==> src/rtl/fifo_wr_arbiter.sv <==
// Four-requester write arbiter for a downstream FIFO: tracks occupancy, issues one-cycle registered grants.
// Optional macro FIFO_ARB_PRIORITY_EN: requester 0 has fixed priority, requesters 1..3 share round-robin.
module fifo_wr_arbiter #(
  parameter int DATA_W = 8,
  parameter int DEPTH  = 8
) (
  input  logic                  Clk,
  input  logic                  Rst_n,
  input  logic [3:0]            REQ,
  input  logic [4*DATA_W-1:0]   DIN,
  input  logic                  RD,
  input  logic                  FULL,
  output logic [3:0]            GNT,
  output logic                  FIFO_EN,
  output logic                  FIFO_WR,
  output logic [DATA_W-1:0]     FIFO_DIN,
  output logic [3:0]            LEVEL,
  output logic                  OVF
);

  logic [3:0]        r_gnt;
  logic              r_wr;
  logic              r_en;
  logic [DATA_W-1:0] r_din;
  logic [3:0]        r_level;
  logic              r_ovf;
  logic [1:0]        r_ptr;

  logic              w_rd_eff;
  logic [4:0]        w_next;
  logic              w_space;
  logic [3:0]        w_elig;
  logic              w_found;
  logic [1:0]        w_win;
  logic              w_grant;
  logic [DATA_W-1:0] w_din_arr [4];

  for (genvar g = 0; g < 4; g++) begin : g_din
    assign w_din_arr[g] = DIN[g*DATA_W +: DATA_W];
  end

  // Occupancy after this edge's in-flight write and (non-empty) read.
  assign w_rd_eff = RD && (r_level != 4'd0);
  assign w_next   = {1'b0, r_level} + {4'd0, r_wr} - {4'd0, w_rd_eff};
  assign w_space  = (w_next < 5'(DEPTH));
  assign w_elig   = REQ & ~r_gnt;
  assign w_grant  = w_found && w_space;

`ifdef FIFO_ARB_PRIORITY_EN
  logic [2:0] w_sum;

  // r_ptr holds the first round-robin candidate among 1..3.
  always_comb begin
    w_found = 1'b0;
    w_win   = 2'd0;
    w_sum   = 3'd0;
    if (w_elig[0]) begin
      w_found = 1'b1;
    end else begin
      for (int d = 0; d < 3; d++) begin
        w_sum = {1'b0, r_ptr} + 3'(d);
        if (w_sum > 3'd3) w_sum = w_sum - 3'd3;
        if (!w_found && w_elig[w_sum[1:0]]) begin
          w_found = 1'b1;
          w_win   = w_sum[1:0];
        end
      end
    end
  end
`else
  logic [1:0] w_cand;

  always_comb begin
    w_found = 1'b0;
    w_win   = 2'd0;
    w_cand  = 2'd0;
    for (int d = 0; d < 4; d++) begin
      w_cand = r_ptr + 2'(d);
      if (!w_found && w_elig[w_cand]) begin
        w_found = 1'b1;
        w_win   = w_cand;
      end
    end
  end
`endif

  always_ff @(posedge Clk or negedge Rst_n) begin
    if (!Rst_n) begin
      r_gnt   <= 4'd0;
      r_wr    <= 1'b0;
      r_en    <= 1'b0;
      r_din   <= '0;
      r_level <= 4'd0;
      r_ovf   <= 1'b0;
`ifdef FIFO_ARB_PRIORITY_EN
      r_ptr   <= 2'd1;
`else
      r_ptr   <= 2'd0;
`endif
    end else begin
      r_en    <= 1'b1;
      r_level <= w_next[3:0];
      if (r_wr && FULL) r_ovf <= 1'b1;
      if (w_grant) begin
        r_gnt <= 4'b0001 << w_win;
        r_wr  <= 1'b1;
        r_din <= w_din_arr[w_win];
`ifdef FIFO_ARB_PRIORITY_EN
        if (w_win != 2'd0) r_ptr <= (w_win == 2'd3) ? 2'd1 : w_win + 2'd1;
`else
        r_ptr <= w_win + 2'd1;
`endif
      end else begin
        r_gnt <= 4'd0;
        r_wr  <= 1'b0;
      end
    end
  end

  assign GNT      = r_gnt;
  assign FIFO_EN  = r_en;
  assign FIFO_WR  = r_wr;
  assign FIFO_DIN = r_din;
  assign LEVEL    = r_level;
  assign OVF      = r_ovf;

endmodule
==> config.mk <==
export PLATFORM = sky130hd
export DESIGN_NAME = fifo_wr_arbiter
export DESIGN_NICKNAME = d
export VERILOG_FILES = /design/src/rtl/fifo_wr_arbiter.sv
export SDC_FILE = /design/constraint.sdc
export NUM_CORES = 1
export LEC_CHECK = 0
export BUFFER_PORTS_ARGS = -buffer_cell sky130_fd_sc_hd__buf_2
export CAP_MARGIN = 25
export CORE_ASPECT_RATIO = 1.4
export CORE_MARGIN = 2
export CORE_UTILIZATION = 47
export DETAILED_ROUTE_END_ITERATION = 16
export GPL_TIMING_DRIVEN = 0
export PLACE_DENSITY_LB_ADDON = 0.08
export SLEW_MARGIN = 20
export SYNTH_ARGS = -nofsm -noshare
export SYNTH_HDL_FRONTEND = slang
export SYNTH_SLANG_ARGS = --single-unit
==> constraint.sdc <==
create_clock -name Clk -period 3.2 [get_ports Clk]
set_input_delay 0.16 -clock Clk [delete_from_list [all_inputs] [get_ports Clk]]
set_output_delay 0.16 -clock Clk [all_outputs]
set_load 0.005 [all_outputs]
## Word-level counts from Yosys, hierarchy flattened

Index checks and enable logic that the tools add are counted.

| storage, ports and cells | value |
|---|---|
| register bits after elaboration | 21 |
| input port bits | 40 |
| output and inout port bits | 19 |
| logic and storage cells | 54 |

| operators by class | value |
|---|---|
| add/sub/neg operators | 6 |
| magnitude comparators | 6 |
| shift-type cells | 1 |
| mux-type cells | 21 |
| bitwise operators | 3 |
| reduce and logical (&&, ||, !) cells | 10 |

Operators with widths:

| cell | count |
|---|---|
| $bmux W8 S2 | 1 |
| $mux W8 | 2 |
| $lt A2 B3 Y1 const B | 4 |
| $mux W1 | 9 |
| $bmux W1 S2 | 4 |
| $mux W2 | 4 |
| $logic_and A1 B1 Y1 | 6 |
| $add A4 B1 Y5 | 1 |
| $lt A5 B4 Y1 const B | 1 |
| $sub A5 B1 Y5 | 1 |
| $add A2 B1 Y2 const B | 2 |
| $add A2 B2 Y2 const B | 2 |
| $and A4 B4 Y4 | 1 |
| $mux W4 | 1 |
| $not A4 Y4 | 1 |
| $reduce_bool A4 Y1 | 1 |
| $shl A1 B2 Y4 const A | 1 |
| $ge A3 B3 Y1 const B | 1 |
| $logic_not A1 Y1 | 3 |
| $not A2 Y3 | 1 |

## Longest topological paths before layout

Gate-level depths: netlist of run 1.

| depth | value |
|---|---|
| word-level depth | 18 |
| depth in mapped cells | 13 |
| depth with buffers taken out | 13 |

## Worst setup path after synthesis of run 1

No wires, ideal clock.

| timing path | value |
|---|---|
| kind | register to register |
| from | reg r_level[3], in the netlist LEVEL[3] |
| to | reg r_ptr[1] |
| arrival | 2730 ps |
| data required time | 3072 ps |
| slack | 342 ps |
| stages on the path, launching flop included | 14 |
| period minus slack after synthesis | 2858 ps |
| path through | dfrtp_1 -> inv_1 -> ha_1 -> a31oi_1 -> ha_1 -> inv_1 -> ha_1 -> inv_1 -> fa_1 -> nand2b_1 -> a21oi_4 -> xnor2_2 -> nor3_4 -> mux2_1 |

| between the ends | value |
|---|---|
| cells in the longest elaborated chain, start to end | 5 |

Ends and longest elaborated chain:

| item | line | text |
|---|---|---|
| start, declared | 25 | `logic [3:0] r_level;` |
| start signal, assigned | 102 | `r_level <= w_next[3:0];` |
| parallel branches: the longest is 2 deep, another holds $add A4 B1 Y5 | n/a |  |
| $sub A5 B1 Y5 (*) | 44 | `assign w_next = {1'b0, r_level} + {4'd0, r_wr} - {4'd0, w_rd_eff};` |
| $lt A5 B4 Y1 (*) | 45 | `assign w_space = (w_next < 5'(DEPTH));` |
| $logic_and A1 B1 Y1 (*) | 47 | `assign w_grant = w_found && w_space;` |
| net w_grant | 35 | `logic w_grant;` |
| end signal, assigned | 111 | `r_ptr <= w_win + 2'd1;` |
| end, declared | 27 | `logic [1:0] r_ptr;` |

Mark *: on every way through the listed nets, which the timed path passes.
A chain may end at the register's enable or synchronous reset.

## Final worst setup path of run 1

Same ends and word-level chain as after synthesis.

==> results of run 1 <==
==> cells in the mapped netlist, types with 2 or more instances <==
cell and instances:
sky130_fd_sc_hd__dfrtp_1 21, sky130_fd_sc_hd__buf_6 2, sky130_fd_sc_hd__nand4_2 2, sky130_fd_sc_hd__o221ai_1 8, sky130_fd_sc_hd__o31ai_1 8, sky130_fd_sc_hd__xnor2_1 2
sky130_fd_sc_hd__mux2i_1 17, sky130_fd_sc_hd__inv_2 2, sky130_fd_sc_hd__ha_1 10, sky130_fd_sc_hd__xnor2_2 2, sky130_fd_sc_hd__a21oi_2 2, sky130_fd_sc_hd__a21o_1 2
sky130_fd_sc_hd__and2_1 4, sky130_fd_sc_hd__inv_1 12, sky130_fd_sc_hd__a221oi_1 2
==> through the flow <==
| stage | util [%] | cell area [um^2] | std cells | setup slack [ps] |
|---|---|---|---|---|
| final | 66.1 | 1880 | 228 | 188 |
| after detailed placement | 60.7 | 1730 | 213 | 87.1 |
| after CTS | 62.6 | 1780 | 218 | 64.4 |
| after global routing | 66.1 | 1880 | 228 | -10.6 |
| after floorplan | - | 1390 | 118 | 342 |
| after global placement | 60.7 | 1730 | 213 | 123 |
==> layer usage <==
metal	global-route usage, %	wire length, um
met1	22.4	1310
met2	35.7	1740
met3	1.97	147
met4	8.33	38
met5	0	0
==> power breakdown <==
| part | switching [mW] | leakage [nW] | total (mW) | internal (mW) |
|---|---|---|---|---|
| combinational | 0.880 | 0.722 | 1.74 | 0.861 |
| clock | 0.0824 | 0.0228 | 0.171 | 0.0884 |
| sequential | 0.0779 | 0.256 | 0.472 | 0.394 |
| total | 1.04 | 1.00 | 2.38 | 1.34 |
==> placed cells by master (no fill, tap or decap), types with 3 or more instances in the layout <==
cell type / netlist / layout
sky130_fd_sc_hd__dfrtp_1: 21 / 20
sky130_fd_sc_hd__o221ai_1: 8 / 6
sky130_fd_sc_hd__o31ai_1: 8 / 8
sky130_fd_sc_hd__inv_1: 12 / 12
sky130_fd_sc_hd__buf_2: 0 / 58
sky130_fd_sc_hd__mux2i_1: 17 / 17
sky130_fd_sc_hd__ha_1: 10 / 10
sky130_fd_sc_hd__buf_4: 0 / 10
sky130_fd_sc_hd__clkbuf_8: 0 / 3
sky130_fd_sc_hd__and2_1: 4 / 4
==> worst paths after layout <==
check                                   start              endpoint  slack, ps  depth (start not counted)
min                                      FULL       OVF$_DFFE_PN0P_        110                          2
max                        LEVEL[3]$_DFF_PN0_  r_ptr[1]$_DFFE_PN0P_        190                         13
max reg2reg                LEVEL[3]$_DFF_PN0_  r_ptr[1]$_DFFE_PN0P_        190                         13
min in group asynchronous               Rst_n    LEVEL[0]$_DFF_PN0_        400                          2
min reg2reg                   OVF$_DFFE_PN0P_       OVF$_DFFE_PN0P_        450                          1
max in group asynchronous               Rst_n    LEVEL[3]$_DFF_PN0_       2440                          2
==> layout make-up <==
cell class	count	share of cell area, %
buffer	2	1.20
sequential	21	28.0
tap	37	2.46
clock buffer	4	2.39
multi-input combinational	80	43.0
timing repair buffer	69	19.9
inverter	15	3.05
==> registers in the layout, summed over array words and instances (netlist names) <==
signal,count
OVF,1
GNT,4
LEVEL,4
FIFO_DIN,8
FIFO_EN,1
r_ptr,2
FIFO_WR,1
==> worst register-to-register path: stages, from the launching register on <==
cell                       delay, ps
sky130_fd_sc_hd__dfrtp_2         410
sky130_fd_sc_hd__inv_1           110
sky130_fd_sc_hd__ha_1            170
sky130_fd_sc_hd__a31oi_1          80
sky130_fd_sc_hd__ha_1            270
sky130_fd_sc_hd__inv_1            60
sky130_fd_sc_hd__ha_1            160
sky130_fd_sc_hd__inv_1            50
sky130_fd_sc_hd__fa_1            400
sky130_fd_sc_hd__nand2b_1        200
sky130_fd_sc_hd__a21oi_4         240
sky130_fd_sc_hd__xnor2_4         130
sky130_fd_sc_hd__nor3_4          270
sky130_fd_sc_hd__mux2_1          340
==> timing repair <==
| item | 4_1_cts | 5_1_grt |
|---|---|---|
| resized for setup | 0 | 4 |
| endpoints found under the setup margin | 0 | 9 |
| buffers inserted | 0 | 10 |
| hold buffers | 1 | 0 |
| hold endpoints to repair | 21 | 0 |
==> logic make-up after synthesis <==
| family | after synthesis | share of synthesized area [%] |
|---|---|---|
| xor+xnor | 4 | 3.59 |
| fa+ha+maj | 11 | 10.4 |
| simple gates | 18 | 11.3 |
| compound gates | 28 | 17.9 |
| other cells | 1 | 0.269 |
| flops | 21 | 37.7 |
| buf+inv | 17 | 5.75 |
| mux | 18 | 13.0 |
==> impl_metrics.yaml, run 1 <==
outcome:
  run_status: "finished, final reports clean"
sta:
  fin_tns_setup_ps: 0
  period_minus_slack_ps: 3010
  worst_pin_slew_ps: 758
  finalHoldWorstSlack_ps: 111
  setup_viol: 0
  timing_max_transition_violations_final: 0
  fmax_mhz: 332
  fin_crit_sh_pct: 94.1
  relSlewSlack_pct: 49.2
  hold_viol_final: 0
  worst_setup_skew_after_layout_ps: 5.93
global_route:
  grt_pass1_vias: 1150
  grt_max_degree: 22
  grt.overflow.total: 0
  grt_antenna_before_repair: 0
  wire_length_of_the_first_global_routing_pass_mm: 5.07
  grt_util_all_layers_pct: 19.3
floorplanning:
  initial_utilization_pct: 48.9
  die_y_um: 68.4
  fp.coreArea_um2: 2850
  std_cell_rows: 23
  die_w_um: 50.0
  dieArea_um2: 3420
  pin_count: 59
critical_path:
  crit_chain: "inv_1 -> ha_1 -> a31oi_1 -> ha_1 -> inv_1 -> ha_1 -> inv_1 -> fa_1 -> nand2b_1 -> a21oi_4 -> xnor2_4 -> nor3_4 -> mux2_1"
  worst-endpoint-required_ps: 3340
  worst_ep_arrival_time_ps: 3150
  timing.critical_path.from_type: "flop"
  worst_setup_path_end_kind: "flop"
  cp_top_family: "adder cells"
  worst-path-buf-inv: 3
  timing.critical_path.slowest_cell_delay_ps: 410
  crit_slowest_cell: "sky130_fd_sc_hd__dfrtp_2"
  max_fo_critical_path: 4
  critical_path_class: "reg -> reg"
synth:
  synth_top_flop_cell: "sky130_fd_sc_hd__dfrtp_1"
  synthTopCellsByArea: "sky130_fd_sc_hd__dfrtp_1 (38%), sky130_fd_sc_hd__mux2i_1 (12%), sky130_fd_sc_hd__ha_1 (9.0%)"
  ys_ff_latch: 21
  asyncSetResetFlopFracSynth_pct: 100
  synth.cell_area_um2: 1390
  synth_top_area_cell: "sky130_fd_sc_hd__dfrtp_1"
  syn_avg_cell_area_um2: 11.8
  synthesis.nets: 169
  synth_warnings: 0
  synth.yosys.seq_area_share_pct: 37.7
  netlist.area_leader.share_pct: 37.7
  ys_types: 37
  synth_enable_flop_cells: 0
  netlist_instances: 118
cts:
  clock_tree.htree_level_count: 1
  ctsRootBufferMaster: "sky130_fd_sc_hd__clkbuf_8"
  max-clock-path-buffers: 2
  cts_tree: "done"
  clk_transition_reported_paths_ps: 80
  numClockSinks: 21
  cts_inserted_buffers: 3
  clock_latency_on_the_worst_skew_pair_ps: 250
hold_path:
  hold_path_class: "in -> reg"
place:
  dpl.hpwl_mm: 2.42
  io_buffer_count: 58
  gp_congestion: 0.821
drt:
  wl_per_cell_um: 14.2
  drt-total-wl_mm: 3.23
  post_drt_via_cell_ratio: 5.16
  firstDrtPassIters: 4
  dr_total_vias: 1176
  detail_route.iter0.violations: 18
  post_route_ant_nets: 0
  remaining_drc_errors: 0
cells_and_area:
  antenna-diode-count: 0
  register_area_um2: 527
  layout-area-overhead-vs-synth_pct: 35.3
  fillers: 227
  final_layout_size_suffix_gt1_share_pct: 48.7
  multiInputGateArea_um2: 811
  nets_finish: 243
power_and_ir_drop:
  power.density_cell_area_nw_per_um2: 1260
  ir_worst_vdd_v: 0.000684
  power_leakage_nw: 1.00
  power_mw: 2.38
run:
  maxCapViolations: 0
Note: power is estimated with default switching activity, not from simulation.
==> inputs of run 2 (changes only) <==
CAP_MARGIN = 5   (was 25)
CORE_ASPECT_RATIO = 1.2   (was 1.4)
SETUP_SLACK_MARGIN = 0.15   (was not set)
==> run 2 against run 1 <==
Net effect:
- clock skew down 3.2 ps
- setup slack better by 34 ps
- non-clock buffer count decreased by 4
- worst hold slack lost 46 ps
- clock-buffer cell count stayed put
- final cell count shrank 3.1%
- sequential power hardly changed
- maximum frequency is 1.1% higher
==> impl_metrics.yaml, run 2 (synthesized netlist as in run 1, its figures left out) <==
global_route:
  grt_pass1_vias: 1160
  grt_max_degree: 22
  grt_util_all_layers_pct: 19.8
  grt_antenna_before_repair: 0
  grt.overflow.total: 0
  wire_length_of_the_first_global_routing_pass_mm: 4.99
cts:
  clk_transition_reported_paths_ps: 120
  numClockSinks: 21
  cts_inserted_buffers: 3
  cts_tree: "done"
  clock_latency_on_the_worst_skew_pair_ps: 290
  ctsRootBufferMaster: "sky130_fd_sc_hd__clkbuf_4"
  clock_tree.htree_level_count: 1
  max-clock-path-buffers: 2
floorplanning:
  std_cell_rows: 21
  die_y_um: 63.6
  pin_count: 59
  fp.coreArea_um2: 2810
  initial_utilization_pct: 49.5
  die_w_um: 53.7
  dieArea_um2: 3420
power_and_ir_drop:
  part_of_the_power_in_combinational_logic_pct: 75.1
  share_seq_of_total_power_pct: 19.6
  power_mw: 2.41
  p_switching_mw: 1.09
  netSwitchingFraction_pct: 45.4
  p_int_mw: 1.31
  ir_worst_vdd_v: 0.000742
  power_frac_clock_pct: 5.2
  power.density_cell_area_nw_per_um2: 1270
  power_leakage_nw: 0.990
hold_path:
  hold_path_class: "in -> reg"
  hold_crit_start: "FULL"
cells_and_area:
  layout_common_cells: "sky130_fd_sc_hd__buf_2 (58), sky130_fd_sc_hd__dfrtp_1 (20), sky130_fd_sc_hd__mux2i_1 (17)"
  final_layout_size_suffix_gt1_share_pct: 51.3
  largest_reg_flops: 8
  post-route-cell-area_um2: 1890
  finalNonFillerCells: 221
  register_area_um2: 527
  layout-area-overhead-vs-synth_pct: 35.7
  mostFrequentLayoutCell: "sky130_fd_sc_hd__buf_2"
  antenna-diode-count: 0
  multiInputGateArea_um2: 856
  fillers: 245
  nets_finish: 239
critical_path:
  max_fo_critical_path: 6
  worst_setup_path_end_kind: "flop"
  worst-endpoint-required_ps: 3370
  timing.rr.start: "LEVEL[3]$_DFF_PN0_"
  critical_path_class: "reg -> reg"
  worst_ep_arrival_time_ps: 3150
  crit_chain: "inv_1 -> ha_1 -> a31oi_1 -> ha_1 -> inv_1 -> ha_2 -> inv_1 -> fa_2 -> nand2b_4 -> a21oi_4 -> xnor2_4 -> buf_12 -> o31ai_1 -> o221ai_2"
  timing.critical_path.mode_cell: "sky130_fd_sc_hd__inv_1"
  worst-path-buf-inv: 4
  timing.critical_path.slowest_cell_delay_ps: 420
  timing.critical_path.from_type: "flop"
  crit_slowest_cell: "sky130_fd_sc_hd__dfrtp_2"
  worst_setup_path_startpoint: "LEVEL[3]$_DFF_PN0_"
  cp_top_family: "adder cells"
drt:
  detail_route.iter0.violations: 5
  dr_total_vias: 1179
  remaining_drc_errors: 0
  post_drt_via_cell_ratio: 5.33
  firstDrtPassIters: 4
  post_route_ant_nets: 0
  wl_per_cell_um: 14.3
  drt-total-wl_mm: 3.16
place:
  dpl.cell_count: 210
  io_buffer_count: 58
  dpl-instance-area_um2: 1730
  dpl.hpwl_mm: 2.41
  gp_congestion: 0.769
  post-place-ws_ps: 29.3
sta:
  hold_viol_final: 0
  setup_viol: 0
  worst_setup_skew_after_layout_ps: 2.73
  worst_pin_slew_ps: 859
  fmax_mhz: 336
  fin_tns_setup_ps: 0
  unrepaired_setup_endpoints_after_global_routing: "yes"
  relSlewSlack_pct: 42.4
  fin_crit_sh_pct: 93.1
  layout_setup_ws_ps: 222
  timing_max_transition_violations_final: 0
  period_minus_slack_ps: 2980
outcome:
  run_status: "finished, final reports clean"
run:
  maxCapViolations: 0
==> run 2: changes by cell type in the layout (fill, tap and decap cells not counted), sizes merged <==
| cell | change |
|---|---|
| buf | -4 |
==> run 2: layout make-up <==
cell class	count	area share (%)
multi-input cells	80	45.3
flip-flops and latches	21	27.9
repair buffers	65	18.9
inverters	15	3.05
well taps	34	2.25
clock buffers	4	1.39
plain buffers	2	1.19
==> run 2: final timing paths <==
path / to / cells past startpoint / slack (ps)
setup reg to reg: FIFO_DIN[5]$_DFFE_PN0P_ / 14 / 220
min in group asynchronous: LEVEL[0]$_DFF_PN0_ / 2 / 330
max in group asynchronous: LEVEL[3]$_DFF_PN0_ / 2 / 2520
setup / recovery: FIFO_DIN[5]$_DFFE_PN0P_ / 14 / 220
hold / removal: OVF$_DFFE_PN0P_ / 2 / 70
hold reg to reg: OVF$_DFFE_PN0P_ / 1 / 470
==> run 2: layer usage <==
metal  track usage [%]  part of all wire (%)  up-vias
met3              3.32                   6.5        6
met2              35.1                    54       45
met4              6.41                  0.92        0
li1                  -                     -      568
met5                 0                     0        -
met1              23.0                    38      560
==> run 2: worst register-to-register path, stage by stage (launching register included) <==
cell and delay, ps:
sky130_fd_sc_hd__dfrtp_2 420, sky130_fd_sc_hd__inv_1 140, sky130_fd_sc_hd__ha_1 180, sky130_fd_sc_hd__a31oi_1 90
sky130_fd_sc_hd__ha_1 270, sky130_fd_sc_hd__inv_1 60, sky130_fd_sc_hd__ha_2 170, sky130_fd_sc_hd__inv_1 50
sky130_fd_sc_hd__fa_2 350, sky130_fd_sc_hd__nand2b_4 160, sky130_fd_sc_hd__a21oi_4 240, sky130_fd_sc_hd__xnor2_4 150
sky130_fd_sc_hd__buf_12 160, sky130_fd_sc_hd__o31ai_1 270, sky130_fd_sc_hd__o221ai_2 150
==> run 2: per-stage QoR <==
| step | util (%) | hold WS, ps |
|---|---|---|
| global placement | 61.4 | 144 |
| CTS | 63.9 | 52.3 |
| finish | 67.2 | 65.3 |
| global route | 67.2 | 48.1 |
| detailed placement | 61.4 | 146 |
| floorplan | - | -136 |
==> run 2: what timing repair did <==
item	CTS	global route
buffers inserted	3	3
pin swaps	1	5
gates cloned	0	0
endpoints found under the setup margin	8	14
hold buffers	1	0
hold endpoints to repair	21	0
gates resized for setup	2	10
==> run 2: power by group through the flow <==
| stage | Sequential [mW] | Combinational [mW] | Clock, mW |
|---|---|---|---|
| 2_1_floorplan | 0.478 | 1.03 | 0 |
| 3_3_place_gp | 0.473 | 1.34 | 0 |
| 3_5_place_dp | 0.478 | 1.41 | 0 |
| 4_1_cts | 0.470 | 1.53 | 0.131 |
| 5_1_grt | 0.485 | 1.98 | 0.142 |
| 6_report | 0.473 | 1.81 | 0.126 |
